<file path="src/rtl/uart_alim_tamponu_if.sv">
// Consumer-side byte handshake of the UART receive buffer.
// The buffer drives the master modport and the bus peripheral drives the slave modport.
interface uart_alim_tamponu_if;
  logic [7:0] veri_o;
  logic       veri_gecerli_o;
  logic       veri_hazir_i;

  modport master (
    output veri_o,
    output veri_gecerli_o,
    input  veri_hazir_i
  );

  modport slave (
    input  veri_o,
    input  veri_gecerli_o,
    output veri_hazir_i
  );
endinterface

</file>
<file path="src/rtl/uart_alim_tamponu.sv">
// Receive-side FWFT byte buffer behind the UART receiver.
// Reports fill level, a sticky overrun flag, and a threshold/idle-timeout interrupt.
module uart_alim_tamponu #(
  parameter int unsigned DERINLIK    = 16,
  parameter int unsigned ESIK        = 8,
  parameter int unsigned ZAMAN_ASIMI = 4000
) (
  input  logic                      clk_i,
  input  logic                      rst_i,
  input  logic [7:0]                alinan_veri_i,
  input  logic                      alinan_gecerli_i,
  uart_alim_tamponu_if.master       okuma,
  output logic [$clog2(DERINLIK):0] doluluk_o,
  output logic                      bos_o,
  output logic                      dolu_o,
  output logic                      tasma_o,
  input  logic                      tasma_temizle_i,
  output logic                      kesme_o
);

  localparam int unsigned AW = $clog2(DERINLIK);
  localparam int unsigned CW = AW + 1;
  localparam int unsigned TW = 16;

  localparam logic [CW-1:0] COUNT_FULL = CW'(DERINLIK);
  localparam logic [CW-1:0] COUNT_ESIK = CW'(ESIK);
  localparam logic [TW-1:0] TMR_LIMIT  = TW'(ZAMAN_ASIMI);
  localparam logic [TW-1:0] TMR_MAX    = '1;

  logic [7:0]    mem [DERINLIK];

  logic [AW-1:0] wr_ptr_q, wr_ptr_d;
  logic [AW-1:0] rd_ptr_q, rd_ptr_d;
  logic [CW-1:0] count_q,  count_d;
  logic [TW-1:0] tmr_q,    tmr_d;
  logic          tmo_q,    tmo_d;
  logic          tasma_q,  tasma_d;

  logic          empty;
  logic          full;
  logic          rd_en;
  logic          wr_en;
  logic          drop;

  // Status decoded only from registered state.
  assign empty = (count_q == '0);
  assign full  = (count_q == COUNT_FULL);

  assign rd_en = !empty && okuma.veri_hazir_i;
  assign wr_en = alinan_gecerli_i && (!full || rd_en);
  assign drop  = alinan_gecerli_i && full && !rd_en;

  always_comb begin
    wr_ptr_d = wr_ptr_q;
    rd_ptr_d = rd_ptr_q;
    count_d  = count_q;
    tasma_d  = tasma_q;
    tmr_d    = tmr_q;
    tmo_d    = tmo_q;

    if (wr_en) begin
      wr_ptr_d = wr_ptr_q + AW'(1);
    end
    if (rd_en) begin
      rd_ptr_d = rd_ptr_q + AW'(1);
    end

    unique case ({wr_en, rd_en})
      2'b10:   count_d = count_q + CW'(1);
      2'b01:   count_d = count_q - CW'(1);
      default: count_d = count_q;
    endcase

    // Set wins over a same-cycle clear.
    if (tasma_temizle_i) begin
      tasma_d = 1'b0;
    end
    if (drop) begin
      tasma_d = 1'b1;
    end

    // Idle timer restarts on any traffic and sits at zero while empty.
    if (wr_en || rd_en || (count_d == '0)) begin
      tmr_d = '0;
      tmo_d = 1'b0;
    end else if (tmr_q != TMR_MAX) begin
      tmr_d = tmr_q + TW'(1);
    end

    if (tmr_d >= TMR_LIMIT) begin
      tmo_d = 1'b1;
    end
  end

  always_ff @(posedge clk_i or posedge rst_i) begin
    if (rst_i) begin
      wr_ptr_q <= '0;
      rd_ptr_q <= '0;
      count_q  <= '0;
      tasma_q  <= 1'b0;
      tmr_q    <= '0;
      tmo_q    <= 1'b0;
    end else begin
      wr_ptr_q <= wr_ptr_d;
      rd_ptr_q <= rd_ptr_d;
      count_q  <= count_d;
      tasma_q  <= tasma_d;
      tmr_q    <= tmr_d;
      tmo_q    <= tmo_d;
    end
  end

  // Storage array carries no reset; stale contents are masked by the count.
  always_ff @(posedge clk_i) begin
    if (wr_en) begin
      mem[wr_ptr_q] <= alinan_veri_i;
    end
  end

  assign okuma.veri_o         = empty ? 8'h00 : mem[rd_ptr_q];
  assign okuma.veri_gecerli_o = !empty;
  assign doluluk_o            = count_q;
  assign bos_o                = empty;
  assign dolu_o               = full;
  assign tasma_o              = tasma_q;
  assign kesme_o              = (count_q >= COUNT_ESIK) || tmo_q;

endmodule

</file>
<file path="src/flat_wrapper.sv">
// flat-port wrapper written by rule: the top's interface ports become plain ports
module uart_alim_tamponu_flat 
#(
  parameter int unsigned DERINLIK    = 16,
  parameter int unsigned ESIK        = 8,
  parameter int unsigned ZAMAN_ASIMI = 4000
)
  (clk_i, rst_i, alinan_veri_i, alinan_gecerli_i, doluluk_o, bos_o, dolu_o, tasma_o, tasma_temizle_i, kesme_o, okuma_veri_o, okuma_veri_gecerli_o, okuma_veri_hazir_i);
  uart_alim_tamponu_if okuma_i ();
  input  logic clk_i;
  input  logic rst_i;
  input  logic [7:0] alinan_veri_i;
  input  logic alinan_gecerli_i;
  output logic [$clog2(DERINLIK):0] doluluk_o;
  output logic bos_o;
  output logic dolu_o;
  output logic tasma_o;
  input  logic tasma_temizle_i;
  output logic kesme_o;
  output wire logic [$bits(okuma_i.veri_o)-1:0] okuma_veri_o;
  output wire logic [$bits(okuma_i.veri_gecerli_o)-1:0] okuma_veri_gecerli_o;
  input wire logic [$bits(okuma_i.veri_hazir_i)-1:0] okuma_veri_hazir_i;
  assign okuma_veri_o = okuma_i.veri_o;
  assign okuma_veri_gecerli_o = okuma_i.veri_gecerli_o;
  assign okuma_i.veri_hazir_i = okuma_veri_hazir_i;
  uart_alim_tamponu #(.DERINLIK(DERINLIK), .ESIK(ESIK), .ZAMAN_ASIMI(ZAMAN_ASIMI)) u_core (.clk_i(clk_i), .rst_i(rst_i), .alinan_veri_i(alinan_veri_i), .alinan_gecerli_i(alinan_gecerli_i), .okuma(okuma_i), .doluluk_o(doluluk_o), .bos_o(bos_o), .dolu_o(dolu_o), .tasma_o(tasma_o), .tasma_temizle_i(tasma_temizle_i), .kesme_o(kesme_o));
endmodule
</file>
<file path="config.mk">
export PLATFORM = sky130hd
export DESIGN_NAME = uart_alim_tamponu_flat
export DESIGN_NICKNAME = d
export VERILOG_FILES = /design/src/rtl/uart_alim_tamponu_if.sv /design/src/rtl/uart_alim_tamponu.sv /design/src/flat_wrapper.sv
export SDC_FILE = /design/constraint.sdc
export NUM_CORES = 1
export LEC_CHECK = 0
export ABC_AREA = 1
export CORE_ASPECT_RATIO = 0.6
export CORE_MARGIN = 2
export CORE_UTILIZATION = 30
export CTS_CLUSTER_DIAMETER = 120
export DETAILED_ROUTE_END_ITERATION = 12
export GPL_TIMING_DRIVEN = 0
export PLACE_DENSITY = 0.49
export SYNTH_ARGS = -nofsm -noshare
export SYNTH_HDL_FRONTEND = slang
export SYNTH_SLANG_ARGS = --single-unit
</file>
<file path="constraint.sdc">
create_clock -name clk_i -period 2.8 [get_ports clk_i]
set_input_delay 0.7 -clock clk_i [delete_from_list [all_inputs] [get_ports clk_i]]
set_output_delay 0.7 -clock clk_i [all_outputs]
set_load 0.01 [all_outputs]
</file>
**Word level (Yosys, flattened, before mapping)**

Memories as Yosys holds them, arrays and structs flattened.
Index checks and enable logic that the tools add are counted.

- Register bits: 31
- RAM bits: 128
- Bits of input ports: 13
- Output and inout port bits: 18
- Logic and storage cells: 43
- Memories: 1

- Add/sub/neg operators: 5
- Magnitude comparators: 2
- Equal/unequal tests: 4
- Multiplexer cells: 10
- Reduce and logical (&&, ||, !) cells: 15

Memory list:

| memory | words | bits a word | rd ports | clocked after Yosys merged registers in | wr ports | line | source |
|---|---|---|---|---|---|---|---|
| u_core.mem | 16 | 8 | 1 | 0 | 1 | uart_alim_tamponu.sv:30 | `logic [7:0] mem [DERINLIK];` |

Operators by type and width:

| kind | count |
|---|---|
| 16-bit two-way mux | 2 |
| 16-bit by 1-bit adder with 16-bit output (second input constant) | 1 |
| 16-bit by 12-bit greater-or-equal comparator with 1-bit output (second input constant) | 1 |
| 16-bit != test (second input constant) | 1 |
| 5-bit zero test | 2 |
| 5-bit one-hot mux with 2 select lines | 1 |
| 4-bit by 1-bit adder with 4-bit output (second input constant) | 2 |
| 8-bit two-way mux | 1 |
| 1-bit two-way mux | 6 |
| 5-bit by 1-bit adder with 5-bit output (second input constant) | 1 |
| 5-bit == test (second input constant) | 1 |
| 5-bit by 4-bit greater-or-equal comparator with 1-bit output (second input constant) | 1 |
| 5-bit by 1-bit subtractor with 5-bit output (second input constant) | 1 |
| 1-bit logical AND | 4 |
| 1-bit logical OR | 4 |
| 2-bit nonzero test | 2 |
| 1-bit zero test | 3 |
| 2-bit by 1-bit == test with 1-bit output (second input constant) | 1 |
| 2-bit == test (second input constant) | 1 |

**Logic depth before layout (Yosys ltp)**

Gate-level depths: netlist of the first run.

- Depth after elaboration: 12
- Mapped depth: 20
- Depth with buffers taken out: 20

**Least setup slack after synthesis of the first run**

No wires, ideal clock.

- Path kind: in2reg
- Start: input okuma_veri_hazir_i
- End: register u_core.tmr_q[13]
- Library setup time: 134 ps
- Data arrival time: 2,836 ps
- Data required time: 2,666 ps
- Setup slack: -171 ps
- Cell stages on the path: 15
- Buffers on the path: 3
- Cells stage by stage: clkbuf_1 > inv_1 > a21oi_1 > inv_1 > ha_1 > buf_2 > nand2_1 > o21ai_0 > nor2_1 > o211ai_1 > nor2_4 > nand2_4 > nand2_4 > buf_6 > a31oi_2

- Cells in the longest elaborated chain, start to end: 8
- Elaborated cells on any way between the ends: 10
- Those cells by class: eq/ne (2); mux (2); reduce/logical (6)

Ends and longest elaborated chain:

| item | line | source |
|---|---|---|
| start: declaration | flat_wrapper.sv:22 | `input wire logic [$bits(okuma_i.veri_hazir_i)-1:0] okuma_veri_hazir_i;` |
| 1-bit logical AND (*) | uart_alim_tamponu.sv:49 | `assign rd_en = !empty && okuma.veri_hazir_i;` |
| 1-bit logical OR | uart_alim_tamponu.sv:50 | `assign wr_en = alinan_gecerli_i && (!full \|\| rd_en);` |
| 1-bit logical AND | uart_alim_tamponu.sv:50 |  |
| 2-bit by 1-bit == test with 1-bit output / 2-bit == test (equally long branches) | uart_alim_tamponu.sv:68 | `unique case ({wr_en, rd_en})` |
| 5-bit one-hot mux with 2 select lines (*) | uart_alim_tamponu.sv:68 |  |
| net u_core.count_d[1] | uart_alim_tamponu.sv:34 | `logic [CW-1:0] count_q, count_d;` |
| 5-bit zero test (*) | uart_alim_tamponu.sv:83 | `if (wr_en \|\| rd_en \|\| (count_d == '0)) begin` |
| 1-bit logical OR (*) | uart_alim_tamponu.sv:83 |  |
| 16-bit two-way mux (*) | uart_alim_tamponu.sv:83 |  |
| net u_core.tmr_d[13] | uart_alim_tamponu.sv:35 | `logic [TW-1:0] tmr_q, tmr_d;` |
| end signal: assignment | uart_alim_tamponu.sv:108 | `tmr_q <= tmr_d;` |
| end: declaration | uart_alim_tamponu.sv:35 |  |

The timed path passes the listed nets; every way through them passes the cells marked *.
A chain may end at the register's enable or synchronous reset.

**Worst setup path in the final report of the first run**

- Start: register u_core.rd_ptr_q[0]
- End: output okuma_veri_o[6]

- Cells in the longest elaborated chain, start to end: 2

Ends and longest elaborated chain:

| item | line | source |
|---|---|---|
| start: declaration | uart_alim_tamponu.sv:33 | `logic [AW-1:0] rd_ptr_q, rd_ptr_d;` |
| start signal: assignment | uart_alim_tamponu.sv:105 | `rd_ptr_q <= rd_ptr_d;` |
| memory read 16 x 8 bit | n/a |  |
| 8-bit two-way mux | uart_alim_tamponu.sv:120 | `assign okuma.veri_o = empty ? 8'h00 : mem[rd_ptr_q];` |
| end: declaration | flat_wrapper.sv:20 | `output wire logic [$bits(okuma_i.veri_o)-1:0] okuma_veri_o;` |

Every way passes these cells.

==> qor.yml, run 1 <==
clocking:
  cts_num_sinks: 159
  clock_insertion_delay_worst_skew_ns: 0.43
  clock-root-buffer: "sky130_fd_sc_hd__clkbuf_16"
  cts.htree.levels: 4
  clockBufferDepth: 2
  cts_tree: "done"
  holdBufCountCts: 0
  worst_setup_hold_path_clk_slew_ns: 0.07
  cts_buffers: 17
routing:
  drt_drc_violations_left: 0
  ant_nets: 0
  detail_route.wirelength_um: 19600
  drt_iter0_drc: 510
  via_count: 5085
  route.detailed.wl_per_inst_um: 19.5
  via_per_inst: 5.05
  drt_first_pass_iters: 5
synthesis:
  synth_fp_nets: 643
  synth.top_cell.area_share_pct: 55.0
  syn-instance-count: 622
  synth.area.top_cells: "sky130_fd_sc_hd__edfxtp_1, sky130_fd_sc_hd__dfrtp_1, sky130_fd_sc_hd__nor2_1, sky130_fd_sc_hd__o21ai_0, sky130_fd_sc_hd__o221ai_1"
  netlist-cell-type-count: 39
  synth_common_cells: "sky130_fd_sc_hd__edfxtp_1, sky130_fd_sc_hd__nor2_1, sky130_fd_sc_hd__o21ai_0"
  post-synth-top-area-cell: "sky130_fd_sc_hd__edfxtp_1"
  synth.yosys.seq_area_share_pct: 66.1
  yosys_register_bits: 159
  yosysWarningCount: 0
  count_of_flip_flops_with_a_built_in_enable_after_synthesis: 128
  post-synth-top-count-cell: "sky130_fd_sc_hd__edfxtp_1"
  synth_flop_cell: "sky130_fd_sc_hd__edfxtp_1"
  synth_area_um2: 6990
  async_flop_share_pct: 19.5
  synth.avg_cell_area_um2: 11.2
sta:
  postLayoutSetupSlackWorst_ns: -0.0365
  timing.final.hold_violations: 0
  worstMarginPinSlew_ns: 1.05
  timing.max_slew.rel_slack_pct: 29.4
  clock_skew_ns: 0.00889
  slew_violations: 0
  setup_viol_count_final: 5
  achievable-frequency_ghz: 0.353
  unrepaired_setup_endpoints_after_global_routing: "true"
  crit_share_post_route_pct: 101
  period_needed_ns: 2.84
floorplan:
  core_box_area_um2: 23000
  dieWidth_um: 201
  starting_density_pct: 30.4
  die_h_um: 122
  area_enclosed_by_the_die_boundary_um2: 24600
  floorplan.io_pins: 31
  rows: 43
placement:
  hpwl_um: 13200
  dp_cells: 966
  port-buffer-count: 29
  gp_congestion: 0.885
  setup_ws_pre_cts_ns: -0.865
cells_and_area:
  final_net_count: 700
  antenna-diode-count: 0
  fillerInstances: 2177
  finalCoreUtilization_pct: 38.7
  layout.area.seq_um2: 4620
  multi_input_area_um2: 2420
  number_of_non_filler_instances_in_the_completed_layout: 1007
  layout-drive-gt1-share_pct: 23.7
  layout-area-overhead-vs-synth_pct: 27.0
setup_path:
  timing.critical_path.from: "u_core.rd_ptr_q[0]"
  timing.critical_path.to_type: "output port"
  r2r_end: "u_core.tmr_q[14]"
  crit-reg2reg-launch: "u_core.doluluk_o[1]"
  start_kind: "register"
  timing.reg2reg.worst_path_depth: 16
  ff2ff_setup_slack_ns: 0.22
  critPathMaxFanout: 8
  crit_end: "okuma_veri_o[6]"
  worst-setup-path-type: "register to output port"
  timing.critical_path.required_ns: 2.10
  crit_arrival_ns: 2.14
global_routing:
  global_route_wire_length_before_repair_um: 28700
  grt_max_degree: 32
  first_global_vias: 4671
  globalRouteOverflowTotal: 0
  globalRouteTotalUtil_pct: 16.0
  grt_antenna_before_repair: 0
job:
  maxCapViolations: 0
power_and_ir_drop:
  vdd_drop_max_mv: 0.534
  power.density_nw_per_um2: 1040
  total_power_mw: 9.26
  total_leakage_power_nw: 3.15
run_status:
  outcome: "finished, violations left"
  violations: "negative setup slack"
min_path:
  hp-class: "register to register"
[worst max-delay path, stage by stage, from the launching register on]
cell,delay (ns)
sky130_fd_sc_hd__dfrtp_1,0.43
sky130_fd_sc_hd__buf_8,0.17
sky130_fd_sc_hd__clkinv_8,0.06
sky130_fd_sc_hd__buf_12,0.15
sky130_fd_sc_hd__buf_8,0.14
sky130_fd_sc_hd__nor2_1,0.05
sky130_fd_sc_hd__o221ai_2,0.28
sky130_fd_sc_hd__nand3_2,0.11
sky130_fd_sc_hd__a21oi_2,0.16
sky130_fd_sc_hd__buf_2,0.15
[routing by layer]
metal / part of all wire [%] / GRT usage [%]
met1: 52 / 25.2
met4: 1.2 / 5.19
met5: 0 / 0
met3: 7.1 / 3.21
met2: 40 / 21.5
[sequential cells by signal, summed over array words and instances, names as in the netlist]
name / flops
u_core.tmo_q: 1
u_core.wr_ptr_q: 4
u_core.tmr_q: 16
u_core.tasma_o: 1
u_core.mem: 128
u_core.rd_ptr_q: 4
u_core.doluluk_o: 5
[cell families after synthesis]
family                   synth area share [%]
adder cells (fa/ha/maj)                  1.43
XOR/XNOR                                 1.50
AND/OR/NAND/NOR                          14.9
flip-flops                               66.1
AO/OA/AOI/OAI                            11.8
buffers and inverters                    4.31
[per-stage QoR]
step	hold slack [ns]	setup TNS [ns]	area (um2)
finish	0.526	-0.117	8880
CTS	0.533	-0.229	8630
global route	0.537	-0.688	8880
floorplan	0.512	0	6990
detailed placement	0.523	-43.39	7680
global placement	0.520	-36.04	7680
[timing repair]
action | 4_1_cts | 5_1_grt
endpoints found under the setup margin | 22 | 20
pin swaps | 26 | 30
gates resized for setup | 133 | 59
setup buffers | 3 | 2
cloned | 3 | 3
[area by class of cell]
class | instances | share of cell area (%)
well taps | 315 | 4.44
clock inverters | 15 | 1.86
clock buffers | 17 | 4.79
flip-flops and latches | 159 | 52.1
multi-input cells | 386 | 27.2
plain buffers | 27 | 3.20
inverters | 48 | 2.31
repair buffers | 40 | 4.11
[worst min-delay path by stage]
stage / startpoint / endpoint / slack [ns] / depth (start not counted)
floorplan: u_core.wr_ptr_q[0] / u_core.wr_ptr_q[0] / 0.51 / 1
detailed placement: u_core.tasma_o / u_core.tasma_o / 0.52 / 2
CTS: u_core.tasma_o / u_core.tasma_o / 0.53 / 2
global route: u_core.tasma_o / u_core.tasma_o / 0.54 / 2
finish: u_core.tasma_o / u_core.tasma_o / 0.53 / 2
global placement: u_core.tasma_o / u_core.tasma_o / 0.52 / 2
[layout by cell type, fill, tap and decap left out, types with 9 or more instances in the layout]
| cell | count |
|---|---|
| sky130_fd_sc_hd__clkdlybuf4s50_1 | 21 |
| sky130_fd_sc_hd__o21ai_1 | 12 |
| sky130_fd_sc_hd__o221ai_2 | 14 |
| sky130_fd_sc_hd__inv_1 | 37 |
| sky130_fd_sc_hd__clkbuf_16 | 21 |
| sky130_fd_sc_hd__xor2_1 | 9 |
| sky130_fd_sc_hd__buf_2 | 12 |
| sky130_fd_sc_hd__a21oi_2 | 9 |
| sky130_fd_sc_hd__nand2_1 | 54 |
| sky130_fd_sc_hd__o21ai_0 | 55 |
| sky130_fd_sc_hd__dfrtp_1 | 27 |
| sky130_fd_sc_hd__nor2_1 | 102 |
| sky130_fd_sc_hd__nand3_1 | 34 |
| sky130_fd_sc_hd__edfxtp_1 | 128 |
[report_power, final]
group	switching [mW]	internal (mW)	leakage (nW)	total (mW)
registers	0.237	2.86	1.56	3.09
clock network	1.09	1.20	0.287	2.29
logic	2.41	1.46	1.31	3.88
total	3.74	5.52	3.15	9.26
Note: power is estimated with default switching activity, not from simulation.
==> inputs of run 2 (changes only) <==
--- a/config.mk
+++ b/config.mk
@@ -16,3 +16,4 @@
 export SYNTH_ARGS = -nofsm -noshare
 export SYNTH_HDL_FRONTEND = slang
 export SYNTH_SLANG_ARGS = --single-unit
+export TNS_END_PERCENT = 10
==> qor.yml, run 2 (synthesized netlist as in run 1, its figures left out) <==
setup_path:
  timing.critical_path.slowest_stage_cell: "sky130_fd_sc_hd__dfrtp_2"  # was sky130_fd_sc_hd__dfrtp_1
  worst-setup-path-type: "register to output port"  # unchanged
  timing.critical_path.to_type: "output port"  # unchanged
  timing.critical_path.required_ns: 2.10  # about the same
  crit_arrival_ns: 2.17  # was 2.14 ns
  cp_cell_sequence: "inv_2 -> clkbuf_4 -> o21ai_0 -> o221ai_2 -> nand3_1 -> a21oi_2 -> buf_2"  # was buf_8 -> clkinv_8 -> buf_12 -> buf_8 -> nor2_1 -> o221ai_2 -> nand3_2 -> a21oi_2 -> buf_2
  start_kind: "register"  # unchanged
  max_stage_delay_ns: 0.47  # was 0.43 ns
  critPathMaxFanout: 10  # was 8
cells_and_area:
  largest_register: "u_core.mem"  # unchanged
  layout-area-overhead-vs-synth_pct: 26.6  # was 27.0%
  fillerInstances: 2176  # was 2,177
  layout.cells.most_common: "sky130_fd_sc_hd__edfxtp_1"  # unchanged
  layout-drive-gt1-share_pct: 23.0  # was 23.7%
  antenna-diode-count: 0  # unchanged
  final_cell_mix: "sky130_fd_sc_hd__edfxtp_1, sky130_fd_sc_hd__nor2_1, sky130_fd_sc_hd__o21ai_0"  # unchanged
  layout.cell_area.non_filler_um2: 8850  # was 8880 um2
  number_of_flip_flops_under_the_largest_register_name: 128  # unchanged
  final_net_count: 699  # was 700
global_routing:
  global_route_wire_length_before_repair_um: 28700  # about the same
  globalRouteOverflowTotal: 0  # unchanged
  grt_max_degree: 32  # unchanged
  grt_antenna_before_repair: 0  # unchanged
  first_global_vias: 4658  # was 4,671
  globalRouteTotalUtil_pct: 16.0  # unchanged
floorplan:
  dieWidth_um: 201  # unchanged
  floorplan.io_pins: 31  # unchanged
  die_h_um: 122  # unchanged
  core_box_area_um2: 23000  # unchanged
  rows: 43  # unchanged
  area_enclosed_by_the_die_boundary_um2: 24600  # unchanged
  starting_density_pct: 30.4  # unchanged
routing:
  drt_first_pass_iters: 5  # unchanged
  route.detailed.wl_per_inst_um: 19.5  # about the same
  ant_nets: 0  # unchanged
  via_per_inst: 5.04  # was 5.05
  drt_drc_violations_left: 0  # unchanged
  detail_route.wirelength_um: 19600  # about the same
  via_count: 5068  # was 5,085
  drt_iter0_drc: 533  # was 510
sta:
  slew_violations: 0  # unchanged
  setup_viol_count_final: 8  # was 5
  unrepaired_setup_endpoints_after_global_routing: "true"  # unchanged
  timing.max_slew.rel_slack_pct: 31.7  # was 29.4%
  postLayoutSetupSlackWorst_ns: -0.0652  # was -0.0365 ns
  fin_setup_tns_ns: -0.291  # was -0.117 ns
  crit_share_post_route_pct: 102  # was 101%
  achievable-frequency_ghz: 0.349  # was 0.353 GHz
  period_needed_ns: 2.87  # was 2.84 ns
  worstMarginPinSlew_ns: 1.02  # was 1.05 ns
  timing.final.hold_violations: 0  # unchanged
  clock_skew_ns: 0.00793  # was 0.00889 ns
min_path:
  hp-class: "register to register"  # unchanged
placement:
  port-buffer-count: 29  # unchanged
  hpwl_um: 13200  # unchanged
  placedInstanceArea_um2: 7680  # unchanged
  gp_congestion: 0.885  # unchanged
run_status:
  violations: "negative setup slack"  # unchanged
  outcome: "finished, violations left"  # unchanged
clocking:
  worst_setup_hold_path_clk_slew_ns: 0.07  # about the same
  holdBufCountCts: 0  # unchanged
  cts_buffers: 17  # unchanged
  cts_tree: "done"  # unchanged
  clock-root-buffer: "sky130_fd_sc_hd__clkbuf_16"  # unchanged
  cts.htree.levels: 4  # unchanged
  clock_insertion_delay_worst_skew_ns: 0.43  # about the same
  cts_num_sinks: 159  # unchanged
  clockBufferDepth: 2  # unchanged
power_and_ir_drop:
  vdd_drop_max_mv: 0.540  # was 0.534 mV
  total_leakage_power_nw: 3.14  # was 3.15 nW
  total_power_mw: 9.22  # was 9.26 mW
  power.density_nw_per_um2: 1040  # about the same
job:
  maxCapViolations: 0  # unchanged
-- run 2: cell types whose count changed in the layout (fill, tap and decap cells not counted), moves of 2 or more --
cell	change
sky130_fd_sc_hd__dfrtp_2	-2
sky130_fd_sc_hd__o21ai_0	+5
sky130_fd_sc_hd__dfrtp_1	+2
sky130_fd_sc_hd__o21ai_1	-4
-- run 2: final timing paths --
kind / cells past startpoint / from / endpoint / slack, ns
max in group asynchronous: 2 / rst_i / u_core.rd_ptr_q[1] / 1.59
setup / recovery: 7 / u_core.rd_ptr_q[1] / okuma_veri_o[5] / -0.07
hold / removal: 2 / u_core.tasma_o / u_core.tasma_o / 0.53
min in group asynchronous: 2 / rst_i / u_core.tmr_q[11] / 0.70
hold reg to reg: 2 / u_core.tasma_o / u_core.tasma_o / 0.53
setup reg to reg: 14 / u_core.doluluk_o[3] / u_core.tmr_q[14] / 0.15
-- run 2: stage by stage --
stage / hold WS, ns / cells / worst slack (ns) / util, %
2_1_floorplan: 0.512 / 622 / 0.0900 / -
3_3_place_gp: 0.520 / 966 / -0.816 / 33.4
3_5_place_dp: 0.523 / 966 / -0.865 / 33.4
4_1_cts: 0.533 / 1003 / -0.0570 / 37.6
5_1_grt: 0.537 / 1006 / -0.123 / 38.5
6_report: 0.526 / 1006 / -0.0652 / 38.5
-- run 2: worst max-delay path, delay by kind of cell (launching register included) --
kind,cells,cell delay (ns)
buf+inv,3,0.59
simple gates,1,0.15
compound gates,3,0.52
flops,1,0.47
-- run 2: where the power goes --
group | internal [mW] | leakage [nW] | switching (mW)
clock | 1.20 | 0.287 | 1.10
sequential | 2.85 | 1.56 | 0.229
combinational | 1.44 | 1.30 | 2.41
-- run 2: final cells by class --
type                            instances  area [um2]  share of cell area, %
Buffer                                 27         277                   3.12
Timing Repair Buffer                   39         353                   3.99
Tap cell                              315         394                   4.45
Clock buffer                           17         425                   4.81
Multi-Input combinational cell        386        2420                   27.4
Sequential cell                       159        4620                   52.2
Inverter                               48         194                   2.19
Clock inverter                         15         165                   1.87
-- run 2: per-layer routing --
layer	up-vias	wire length, um	global-route usage, %
met5	-	0	0
met4	0	229	5.19
met3	17	1490	3.45
met2	172	7730	21.4
met1	2533	10200	25.2
li1	2346	-	-
-- run 2: what timing repair did --
| item | 4_1_cts | 5_1_grt |
|---|---|---|
| gates resized for setup | 132 | 45 |
| endpoints found under the setup margin | 22 | 20 |
| gates cloned | 3 | 2 |
| setup buffers | 3 | 2 |
| pin swaps | 27 | 30 |
==> inputs of run 3 (changes only) <==
--- a/config.mk
+++ b/config.mk
@@ -12,7 +12,6 @@
 export CTS_CLUSTER_DIAMETER = 120
 export DETAILED_ROUTE_END_ITERATION = 12
 export GPL_TIMING_DRIVEN = 0
-export PLACE_DENSITY = 0.49
 export SYNTH_ARGS = -nofsm -noshare
 export SYNTH_HDL_FRONTEND = slang
 export SYNTH_SLANG_ARGS = --single-unit
==> qor.yml, run 3 (synthesized netlist as in run 1, its figures left out) <==
clocking:
  cts_num_sinks: 159  # unchanged
  cts_buffers: 17  # unchanged
  worst_setup_hold_path_clk_slew_ns: 0.06  # was 0.07 ns
  clock-root-buffer: "sky130_fd_sc_hd__clkbuf_16"  # unchanged
  cts_tree: "done"  # unchanged
  clock_insertion_delay_worst_skew_ns: 0.43  # about the same
  holdBufCountCts: 0  # unchanged
  clockBufferDepth: 2  # unchanged
  cts.htree.levels: 4  # unchanged
run_status:
  outcome: "finished, violations left"  # unchanged
  violations: "negative setup slack"  # unchanged
cells_and_area:
  fillerInstances: 2217  # was 2,176
  number_of_flip_flops_under_the_largest_register_name: 128  # unchanged
  largest_register: "u_core.mem"  # unchanged
  multi_input_area_um2: 2330  # was 2420 um2
  antenna-diode-count: 0  # unchanged
  final_net_count: 698  # was 699
  layout-drive-gt1-share_pct: 20.7  # was 23.0%
  layout.area.seq_um2: 4620  # unchanged
  final_cell_mix: "sky130_fd_sc_hd__edfxtp_1, sky130_fd_sc_hd__nor2_1, sky130_fd_sc_hd__o21ai_0"  # unchanged
  finalCoreUtilization_pct: 38.0  # was 38.5%
  layout-area-overhead-vs-synth_pct: 24.8  # was 26.6%
  layout.cells.most_common: "sky130_fd_sc_hd__edfxtp_1"  # unchanged
routing:
  detail_route.wirelength_um: 18700  # was 19,600 um
  via_count: 5076  # was 5,068
  via_per_inst: 5.05  # was 5.04
  ant_nets: 0  # unchanged
  drt_iter0_drc: 640  # was 533
  route.detailed.wl_per_inst_um: 18.6  # was 19.5 um
  drt_first_pass_iters: 5  # unchanged
  drt_drc_violations_left: 0  # unchanged
sta:
  postLayoutSetupSlackWorst_ns: -0.0361  # was -0.0652 ns
  timing.max_slew.rel_slack_pct: 35.4  # was 31.7%
  timing.final.hold_violations: 0  # unchanged
  clock_skew_ns: 0.00822  # was 0.00793 ns
  achievable-frequency_ghz: 0.353  # was 0.349 GHz
  worst_hold_slack_ns: 0.497  # was 0.526 ns
  slew_violations: 0  # unchanged
  worstMarginPinSlew_ns: 0.965  # was 1.02 ns
  setup_viol_count_final: 4  # was 8
  period_needed_ns: 2.84  # was 2.87 ns
  crit_share_post_route_pct: 101  # was 102%
  unrepaired_setup_endpoints_after_global_routing: "true"  # unchanged
setup_path:
  max_stage_delay_ns: 0.41  # was 0.47 ns
  critPathMaxFanout: 8  # was 10
  timing.critical_path.required_ns: 2.10  # about the same
  ff2ff_setup_slack_ns: 0.18  # was 0.15 ns
  start_kind: "register"  # unchanged
  timing.critical_path.to_type: "output port"  # unchanged
  timing.reg2reg.worst_path_depth: 14  # unchanged
  crit_arrival_ns: 2.14  # was 2.17 ns
  crit-reg2reg-launch: "u_core.doluluk_o[0]"  # was u_core.doluluk_o[3]
  worst-setup-path-type: "register to output port"  # unchanged
  cp_cell_sequence: "buf_8 -> clkinv_8 -> buf_12 -> clkbuf_16 -> nor2_4 -> o221ai_4 -> nand3_2 -> a21oi_2 -> buf_2"  # was inv_2 -> clkbuf_4 -> o21ai_0 -> o221ai_2 -> nand3_1 -> a21oi_2 -> buf_2
  timing.critical_path.slowest_stage_cell: "sky130_fd_sc_hd__dfrtp_1"  # was sky130_fd_sc_hd__dfrtp_2
  r2r_end: "u_core.tmr_q[14]"  # unchanged
power_and_ir_drop:
  total_leakage_power_nw: 3.09  # was 3.14 nW
  total_power_mw: 8.89  # was 9.22 mW
  vdd_drop_max_mv: 0.536  # was 0.540 mV
  power.density_nw_per_um2: 1020  # was 1040 nW/um2
floorplan:
  rows: 43  # unchanged
  floorplan.io_pins: 31  # unchanged
  die_h_um: 122  # unchanged
  core_box_area_um2: 23000  # unchanged
  starting_density_pct: 30.4  # unchanged
  area_enclosed_by_the_die_boundary_um2: 24600  # unchanged
  dieWidth_um: 201  # unchanged
global_routing:
  grt_antenna_before_repair: 0  # unchanged
  grt_max_degree: 32  # unchanged
  first_global_vias: 4552  # was 4,658
  global_route_wire_length_before_repair_um: 27800  # was 28,700 um
  globalRouteOverflowTotal: 0  # unchanged
  globalRouteTotalUtil_pct: 15.4  # was 16.0%
job:
  maxCapViolations: 0  # unchanged
placement:
  hpwl_um: 12300  # was 13,200 um
  gp_congestion: 0.925  # was 0.885
  port-buffer-count: 29  # unchanged
min_path:
  hp-class: "input port to async pin"  # was register to register
[run 3: timing repair]
action	CTS	global route
pin swaps	17	27
gates resized for setup	113	58
buffers inserted	3	2
cloned	3	0
setup endpoints to repair	26	21
[run 3: layout make-up]
class                   instances  share of cell area (%)
flip-flops and latches        159                    53.0
multi-input cells             386                    26.7
clock buffers                  17                    4.88
well taps                     315                    4.52
repair buffers                 38                    4.32
plain buffers                  27                    3.04
inverters                      48                    2.29
clock inverters                15                    1.28
[run 3: report_power, final]
group,internal (mW),switching (mW)
combinational,1.39,2.30
clock,1.14,0.990
sequential,2.85,0.216
total,5.39,3.51
[run 3: worst max path at each step]
stage / startpoint / endpoint / slack (ns)
after CTS: u_core.rd_ptr_q[0] / okuma_veri_o[6] / -0.10
after global placement: u_core.rd_ptr_q[0] / okuma_veri_o[6] / -0.93
final: u_core.rd_ptr_q[0] / okuma_veri_o[6] / -0.04
after global routing: u_core.rd_ptr_q[0] / okuma_veri_o[6] / -0.12
after floorplan: okuma_veri_hazir_i / u_core.tmr_q[13] / 0.09
after detailed placement: u_core.rd_ptr_q[0] / okuma_veri_o[6] / -0.93
[run 3: through the flow]
step | setup WS (ns) | instance area, um2 | setup TNS, ns | std cells
6_report | -0.0361 | 8730 | -0.0859 | 1005
5_1_grt | -0.120 | 8730 | -0.567 | 1005
4_1_cts | -0.104 | 8560 | -0.524 | 1003
3_5_place_dp | -0.929 | 7680 | -49.44 | 966
3_3_place_gp | -0.934 | 7680 | -44.78 | 966
2_1_floorplan | 0.0900 | 6990 | 0 | 622
[run 3: layer usage]
| layer | vias up | global-route usage, % | part of all wire, % |
|---|---|---|---|
| met4 | 0 | 4.77 | 1.5 |
| li1 | 2339 | - | - |
| met5 | - | 0 | 0 |
| met2 | 240 | 21.0 | 40 |
| met1 | 2477 | 23.5 | 49 |
| met3 | 20 | 4.17 | 9.9 |
[run 3: critical path: cells and delay by family, from the launching register on]
kind | cells | cell delay (ns)
and+or+nand+nor | 2 | 0.16
AOI/OAI and AO/OA | 2 | 0.44
DFF | 1 | 0.41
buffers and inverters | 5 | 0.69
